`src/rtl/sr_arb_pkg.sv`:
```
// sr_arb_pkg: shared definitions for the SR lock arbiter.
//   state_t / IDLE, SET, HELD, CLEAR : arbiter FSM encoding
//   CONF_MAX_DEFAULT                 : default confirm budget in cycles
//   next_owner()                     : rotating-priority search, returns {valid, index}
package sr_arb_pkg;

   typedef logic [1:0] state_t;

   localparam state_t IDLE  = 2'd0;
   localparam state_t SET   = 2'd1;
   localparam state_t HELD  = 2'd2;
   localparam state_t CLEAR = 2'd3;

   localparam int unsigned CONF_MAX_DEFAULT = 4;
   localparam int unsigned MAX_REQ          = 16;

   // First asserted bit of req at or above ptr, wrapping at n_req-1.
   // Walking k downward lets the lowest rotated distance overwrite the result last.
   function automatic logic [4:0] next_owner(input logic [MAX_REQ-1:0] req,
                                             input logic [3:0]         ptr,
                                             input logic [4:0]         n_req);
      logic [4:0] res;
      logic [4:0] cand;
      res = '0;
      for (int k = MAX_REQ - 1; k >= 0; k--) begin
         cand = {1'b0, ptr} + 5'(k);
         if (cand >= n_req) cand = cand - n_req;
         if ((5'(k) < n_req) && req[cand[3:0]]) res = {1'b1, cand[3:0]};
      end
      return res;
   endfunction

endpackage

```
`src/rtl/sr_arb_rr_pick.sv`:
```
// sr_arb_rr_pick: combinational round-robin winner selection.
//   req    : per-requester request level
//   rr_ptr : index with highest priority this round
//   winner : selected requester index (meaningful only when valid)
//   valid  : at least one request is asserted
module sr_arb_rr_pick
   import sr_arb_pkg::*;
#(
   parameter int unsigned N_REQ = 4,
   parameter int unsigned IDX_W = $clog2(N_REQ)
) (
   input  logic [N_REQ-1:0] req,
   input  logic [IDX_W-1:0] rr_ptr,
   output logic [IDX_W-1:0] winner,
   output logic             valid
);

   logic [MAX_REQ-1:0] req_ext;
   logic [4:0]         pick;

   always_comb begin
      req_ext = '0;
      req_ext[N_REQ-1:0] = req;
      pick = next_owner(req_ext, 4'(rr_ptr), 5'(N_REQ));
   end

   assign valid  = pick[4];
   assign winner = IDX_W'(pick[3:0]);

endmodule

```
`src/rtl/sr_lock_arbiter.sv`:
```
// sr_lock_arbiter: round-robin arbiter owning a shared SR lock flag.
//   clk, reset  : clock, asynchronous active-high reset
//   req, rel    : per-requester request level / release (rel only honoured for the owner)
//   flag_q      : q of the external SR lock flop
//   s_out,r_out : set / clear commands to the flop, never both high
//   grant       : one-hot grant while the lock is held
//   owner       : current or last owner index
//   busy        : FSM not in IDLE
//   timeout_evt : one-cycle pulse when a hold is forcibly ended
//   err         : sticky confirm-timeout flag
module sr_lock_arbiter
   import sr_arb_pkg::*;
#(
   parameter int unsigned N_REQ    = 4,
   parameter int unsigned IDX_W    = $clog2(N_REQ),
   parameter int unsigned HOLD_MAX = 255,
   parameter int unsigned HOLD_W   = 8,
   parameter int unsigned CONF_MAX = CONF_MAX_DEFAULT
) (
   input  logic             clk,
   input  logic             reset,
   input  logic [N_REQ-1:0] req,
   input  logic [N_REQ-1:0] rel,
   input  logic             flag_q,
   output logic             s_out,
   output logic             r_out,
   output logic [N_REQ-1:0] grant,
   output logic [IDX_W-1:0] owner,
   output logic             busy,
   output logic             timeout_evt,
   output logic             err
);

   localparam int unsigned       CONF_W    = (CONF_MAX > 2) ? $clog2(CONF_MAX) : 1;
   localparam logic [CONF_W-1:0] CONF_LAST = CONF_W'(CONF_MAX - 1);
   localparam logic [HOLD_W-1:0] HOLD_LAST = HOLD_W'(HOLD_MAX - 1);
   localparam logic [IDX_W-1:0]  IDX_LAST  = IDX_W'(N_REQ - 1);

   state_t             state_q, state_d;
   logic [IDX_W-1:0]   owner_q, owner_d;
   logic [IDX_W-1:0]   rr_ptr_q, rr_ptr_d;
   logic [HOLD_W-1:0]  hold_cnt_q, hold_cnt_d;
   logic [CONF_W-1:0]  conf_cnt_q, conf_cnt_d;
   logic               s_q, s_d, r_q, r_d;
   logic [N_REQ-1:0]   grant_q, grant_d;
   logic               busy_q, busy_d;
   logic               tevt_q, tevt_d;
   logic               err_q, err_d;

   logic [IDX_W-1:0]   pick_idx;
   logic               pick_valid;
   logic [IDX_W-1:0]   rr_after;

   sr_arb_rr_pick #(
      .N_REQ (N_REQ),
      .IDX_W (IDX_W)
   ) u_pick (
      .req    (req),
      .rr_ptr (rr_ptr_q),
      .winner (pick_idx),
      .valid  (pick_valid)
   );

   // Priority moves just past whoever last held (or tried to take) the lock.
   assign rr_after = (owner_q == IDX_LAST) ? '0 : owner_q + IDX_W'(1);

   always_comb begin
      state_d    = state_q;
      owner_d    = owner_q;
      rr_ptr_d   = rr_ptr_q;
      hold_cnt_d = hold_cnt_q;
      conf_cnt_d = conf_cnt_q;
      s_d        = s_q;
      r_d        = r_q;
      grant_d    = grant_q;
      tevt_d     = 1'b0;
      err_d      = err_q;

      case (state_q)
         IDLE: begin
            if (pick_valid) begin
               owner_d    = pick_idx;
               s_d        = 1'b1;
               conf_cnt_d = '0;
               state_d    = SET;
            end
         end
         SET: begin
            if (flag_q) begin
               s_d        = 1'b0;
               grant_d    = N_REQ'(1) << owner_q;
               hold_cnt_d = '0;
               state_d    = HELD;
            end else if (conf_cnt_q == CONF_LAST) begin
               // Flag never confirmed: back the flop out and never grant.
               err_d      = 1'b1;
               s_d        = 1'b0;
               r_d        = 1'b1;
               conf_cnt_d = '0;
               rr_ptr_d   = rr_after;
               state_d    = CLEAR;
            end else begin
               conf_cnt_d = conf_cnt_q + CONF_W'(1);
            end
         end
         HELD: begin
            hold_cnt_d = hold_cnt_q + HOLD_W'(1);
            if (rel[owner_q] || (hold_cnt_q == HOLD_LAST)) begin
               grant_d    = '0;
               r_d        = 1'b1;
               conf_cnt_d = '0;
               rr_ptr_d   = rr_after;
               // A release on the timeout edge wins, so no timeout pulse.
               tevt_d     = !rel[owner_q];
               state_d    = CLEAR;
            end
         end
         CLEAR: begin
            if (!flag_q) begin
               r_d     = 1'b0;
               state_d = IDLE;
            end else if (conf_cnt_q == CONF_LAST) begin
               err_d   = 1'b1;
               r_d     = 1'b0;
               state_d = IDLE;
            end else begin
               conf_cnt_d = conf_cnt_q + CONF_W'(1);
            end
         end
         default: begin
            state_d = IDLE;
         end
      endcase

      busy_d = (state_d != IDLE);
   end

   always_ff @(posedge clk or posedge reset) begin
      if (reset) begin
         state_q    <= IDLE;
         owner_q    <= '0;
         rr_ptr_q   <= '0;
         hold_cnt_q <= '0;
         conf_cnt_q <= '0;
         s_q        <= 1'b0;
         r_q        <= 1'b0;
         grant_q    <= '0;
         busy_q     <= 1'b0;
         tevt_q     <= 1'b0;
         err_q      <= 1'b0;
      end else begin
         state_q    <= state_d;
         owner_q    <= owner_d;
         rr_ptr_q   <= rr_ptr_d;
         hold_cnt_q <= hold_cnt_d;
         conf_cnt_q <= conf_cnt_d;
         s_q        <= s_d;
         r_q        <= r_d;
         grant_q    <= grant_d;
         busy_q     <= busy_d;
         tevt_q     <= tevt_d;
         err_q      <= err_d;
      end
   end

   assign s_out       = s_q;
   assign r_out       = r_q;
   assign grant       = grant_q;
   assign owner       = owner_q;
   assign busy        = busy_q;
   assign timeout_evt = tevt_q;
   assign err         = err_q;

endmodule

```
`config.mk`:
```
export PLATFORM = sky130hd
export DESIGN_NAME = sr_lock_arbiter
export DESIGN_NICKNAME = d
export VERILOG_FILES = /design/src/rtl/sr_arb_pkg.sv /design/src/rtl/sr_arb_rr_pick.sv /design/src/rtl/sr_lock_arbiter.sv
export SDC_FILE = /design/constraint.sdc
export NUM_CORES = 1
export LEC_CHECK = 0
export BUFFER_PORTS_ARGS = -buffer_cell sky130_fd_sc_hd__buf_2
export CORE_UTILIZATION = 30
export CTS_CLUSTER_SIZE = 30
export DETAILED_ROUTE_END_ITERATION = 6
export HOLD_SLACK_MARGIN = 0.03
export REMOVE_ABC_BUFFERS = 1
export SLEW_MARGIN = 0
export SYNTH_ARGS = -nofsm -noshare
export SYNTH_HDL_FRONTEND = slang
export SYNTH_HIERARCHICAL = 1
export SYNTH_SLANG_ARGS = --single-unit
```
`constraint.sdc`:
```
create_clock -name clk -period 6 [get_ports clk]
set_clock_uncertainty 0.2 [all_clocks]
set_input_delay 1.2 -clock clk [delete_from_list [all_inputs] [get_ports clk]]
set_output_delay 1.2 -clock clk [all_outputs]
set_load 0.05 [all_outputs]
```
==> run_results.csv <==
group,metric,value,unit
cells_and_area,syn_to_final_growth,12.66,%
route,drc,0,
sta,period_share,46.98,%
yosys,seq_area_frac_synth,38.61,%
sta,setup_viol,0,
pwr,p_seq_share,35.3,%
route,vias,1217,
pwr,cellLeakagePower,0.8601,nW
setup_path,cp_max_fo,15,
sta,finalHoldViolCount,0,
yosys,synth_adder_area_share,9.266,%
sta,layout_min_cycle_time,2.819,ns
pwr,pwr_density_cell,495.3,nW/um^2
floorplan,ios,22,
cts,cts_max_path_buffers,2,
cells_and_area,fin_nets,206,
cells_and_area,drive_gt1_share,18.68,%
pwr,comb_power_share,53.7,%
setup_path,path_cells,"inv_1, ha_1, mux4_1, nand2_1, nand4b_1, mux2_2, a2bb2oi_1, o21ai_0",
hold_path,hold_class,"flip-flop to flip-flop",
yosys,async_flop_share,100.0,%
setup_path,startpoint_type,"flip-flop",
yosys,synth_top_family_by_area,"simple AND/OR/NAND/NOR gates",
cts,htreeDepth,1,
yosys,synth_cells,163,
yosys,synth_compound_area_share,14.05,%
run_status,outcome,"finished, final reports clean",
yosys,ys.warnings.count,6,
pwr,power_frac_clock,10.9,%
cells_and_area,regArea,625.6,sq um
pwr,swShare,48.85,%
yosys,synth_top_area_share,38.61,%
cells_and_area,multiInputGateArea,924.6,sq um
setup_path,crit_required,5.99,ns
route,wl_per_cell,12.75,um
sta,slew_headroom,37.85,%
cells_and_area,finish.utilization,35.52,%
cells_and_area,antennaDiodeCount,0,
sta,worstMarginPinSlew,0.9312,ns
setup_path,critPathSlowestCell,"dfrtp_1",
sta,slew_violations,0,
floorplan,dieArea,5699,sq um
pwr,p_sw,0.0004417,W
place,gp_congestion,0.7669,
cts,cts_resized,0,
yosys,synthXorXnorAreaFrac,2.162,%
yosys,synth_commonest_cells,"25 x dfrtp_1, 12 x ha_1, 12 x nor2_1, 12 x o21ai_0, 11 x nand2_1",
cts,cts.clk_slew.worst_paths,0.09,ns
cells_and_area,fillers,541,
setup_path,cp_slowest_stage_delay,0.72,ns
floorplan,initial_core_util,31.52,%
cts,post_cts_buffers,0,
grt,grt_pass1_wl,5.168,mm
route,ant_nets,0,
grt,grt_pass1_vias,1131,
cts,cts_buffers,3,
yosys,yosysMostFrequentCell,"dfrtp_1",
yosys,synth_edf_count,0,
grt,track_usage,11.86,%
yosys,synth_seq_cells,25,
cts,tritoncts,"yes",
grt,antenna_found_initial,0,
yosys,synthSimpleGateAreaFrac,17.92,%
job,drv_cap,0,
place,io_buffers,21,
sta,rsz0062_at_grt,"no",
grt,overflow,0,
floorplan,die_w,75.49,um
yosys,synthesis.area_per_instance,9.941,sq um
setup_path,cp-end-kind,"flip-flop",
sta,setup-tns-final,0,ns
yosys,synth.area.mux_share,13.67,%
floorplan,core_area,5140,sq um
cells_and_area,finalNonFillerCells,252,
pwr,internal_power,0.0004625,W
yosys,synthTopCellsByArea,"dfrtp_1 39%, ha_1 9.3%, mux2i_1 5.6%, o21ai_0 3.7%, nand3_1 3.1%",
pwr,peakVddDrop,0.1709,mV
yosys,syn_area,1620,sq um
floorplan,die_y,75.49,um
cts,cts.sinks,25,
grt,grt_max_degree,26,
cts,ctsHoldBuffers,0,
setup_path,worst-endpoint-arrival,2.81,ns
place,dp_hpwl,2.410,mm
route,first_pass_iters,4,
sta,max_freq,0.3547,GHz
route,drt_wl_total,3.212,mm
cts,clock_latency,0.26,ns
yosys,synth_flop_cell,"dfrtp_1",
yosys,synth.largest_area_cell,"dfrtp_1",
setup_path,crit_type,"flip-flop to flip-flop",
yosys,netlist-cell-type-count,46,
place,placed_cells,248,
cts,cts_root_buffer,"clkbuf_8",
route,drtIter0Drc,41,
route,viasPerCell,4.829,
floorplan,rows,26,
-- state kept, by name, indices dropped and copies added (netlist names), 2 cells and up --
signal	flops
hold_cnt_q	8
owner	2
conf_cnt_q	2
rr_ptr_q	2
state_q	2
grant	4
-- power by group through the flow --
stage          clock [W]  sequential [W]  combinational [W]
2_1_floorplan          0        0.000401           0.000289
3_3_place_gp           0        0.000321           0.000481
3_5_place_dp           0        0.000324           0.000487
4_1_cts         0.000102        0.000321           0.000490
5_1_grt         0.000108        0.000333           0.000534
6_report       0.0000988        0.000319           0.000486
-- metrics by stage --
stage	hold WS [ns]	worst slack (ns)	power (W)	area, sq um
global placement	0.2582	3.017	0.0008024	1780
global route	0.3031	2.971	0.0009745	1826
finish	0.2815	3.181	0.0009042	1826
detailed placement	0.2665	2.976	0.0008113	1780
CTS	0.2920	3.176	0.0009133	1826
floorplan	0.2363	3.234	0.0006904	1588
-- layout make-up --
type,count,area share (%)
multi-input cells,122,50.65
flip-flops and latches,25,34.27
inverters,10,2.056
well taps,70,4.798
repair buffers,21,5.757
clock buffers,4,2.467
-- placed cells by master (no fill, tap or decap), types with 2 or more instances in the layout --
cell	instances
nand2b_1	3
dfrtp_1	25
buf_2	21
nand2_1	11
and2_1	3
o21ai_0	12
mux4_2	2
a211oi_1	2
nor2_1	12
nand3_1	10
ha_1	12
o221ai_1	2
nor3_1	2
clkbuf_8	3
xnor2_1	2
mux2i_1	9
a21oi_1	4
inv_1	10
xor2_1	2
a221o_1	2
nor2b_1	5
mux2_1	3
nand4_1	2
-- final timing paths --
check,cells after the start,slack [ns],from,endpoint
hold / removal,1,0.28,err,err
hold reg to reg,1,0.28,err,err
min in group asynchronous,2,0.93,reset,state_q[0]
setup / recovery,8,3.18,rr_ptr_q[0],conf_cnt_q[1]
max in group asynchronous,2,4.10,reset,hold_cnt_q[7]
setup reg to reg,8,3.18,rr_ptr_q[0],conf_cnt_q[1]
-- per-layer routing --
metal | track usage (%) | vias to the layer above | part of all wire (%)
met5 | 0 | - | 0
met4 | 3.704 | 0 | 1.0
met3 | 0.9259 | 2 | 2.4
met2 | 20.44 | 17 | 47
met1 | 15.87 | 577 | 50
li1 | - | 621 | -
-- cells by family (layout without fill, tap and decap cells) --
family,after synthesis,count (layout)
and+or+nand+nor,56,56
AOI/OAI and AO/OA,33,33
DFF,25,25
muxes,17,17
buffers and inverters,16,35
adders and majority gates,12,12
xor gates and xnor gates,4,4
-- worst max-delay path, delay by kind of cell (launching register included) --
kind	cells	cell delay, ns
flip-flops	1	0.72
multiplexers	2	0.60
adder cells (fa/ha/maj)	1	0.43
AO/OA/AOI/OAI	2	0.30
AND/OR/NAND/NOR	2	0.29
buffers and inverters	1	0.21
Note: power is estimated with default switching activity, not from simulation.
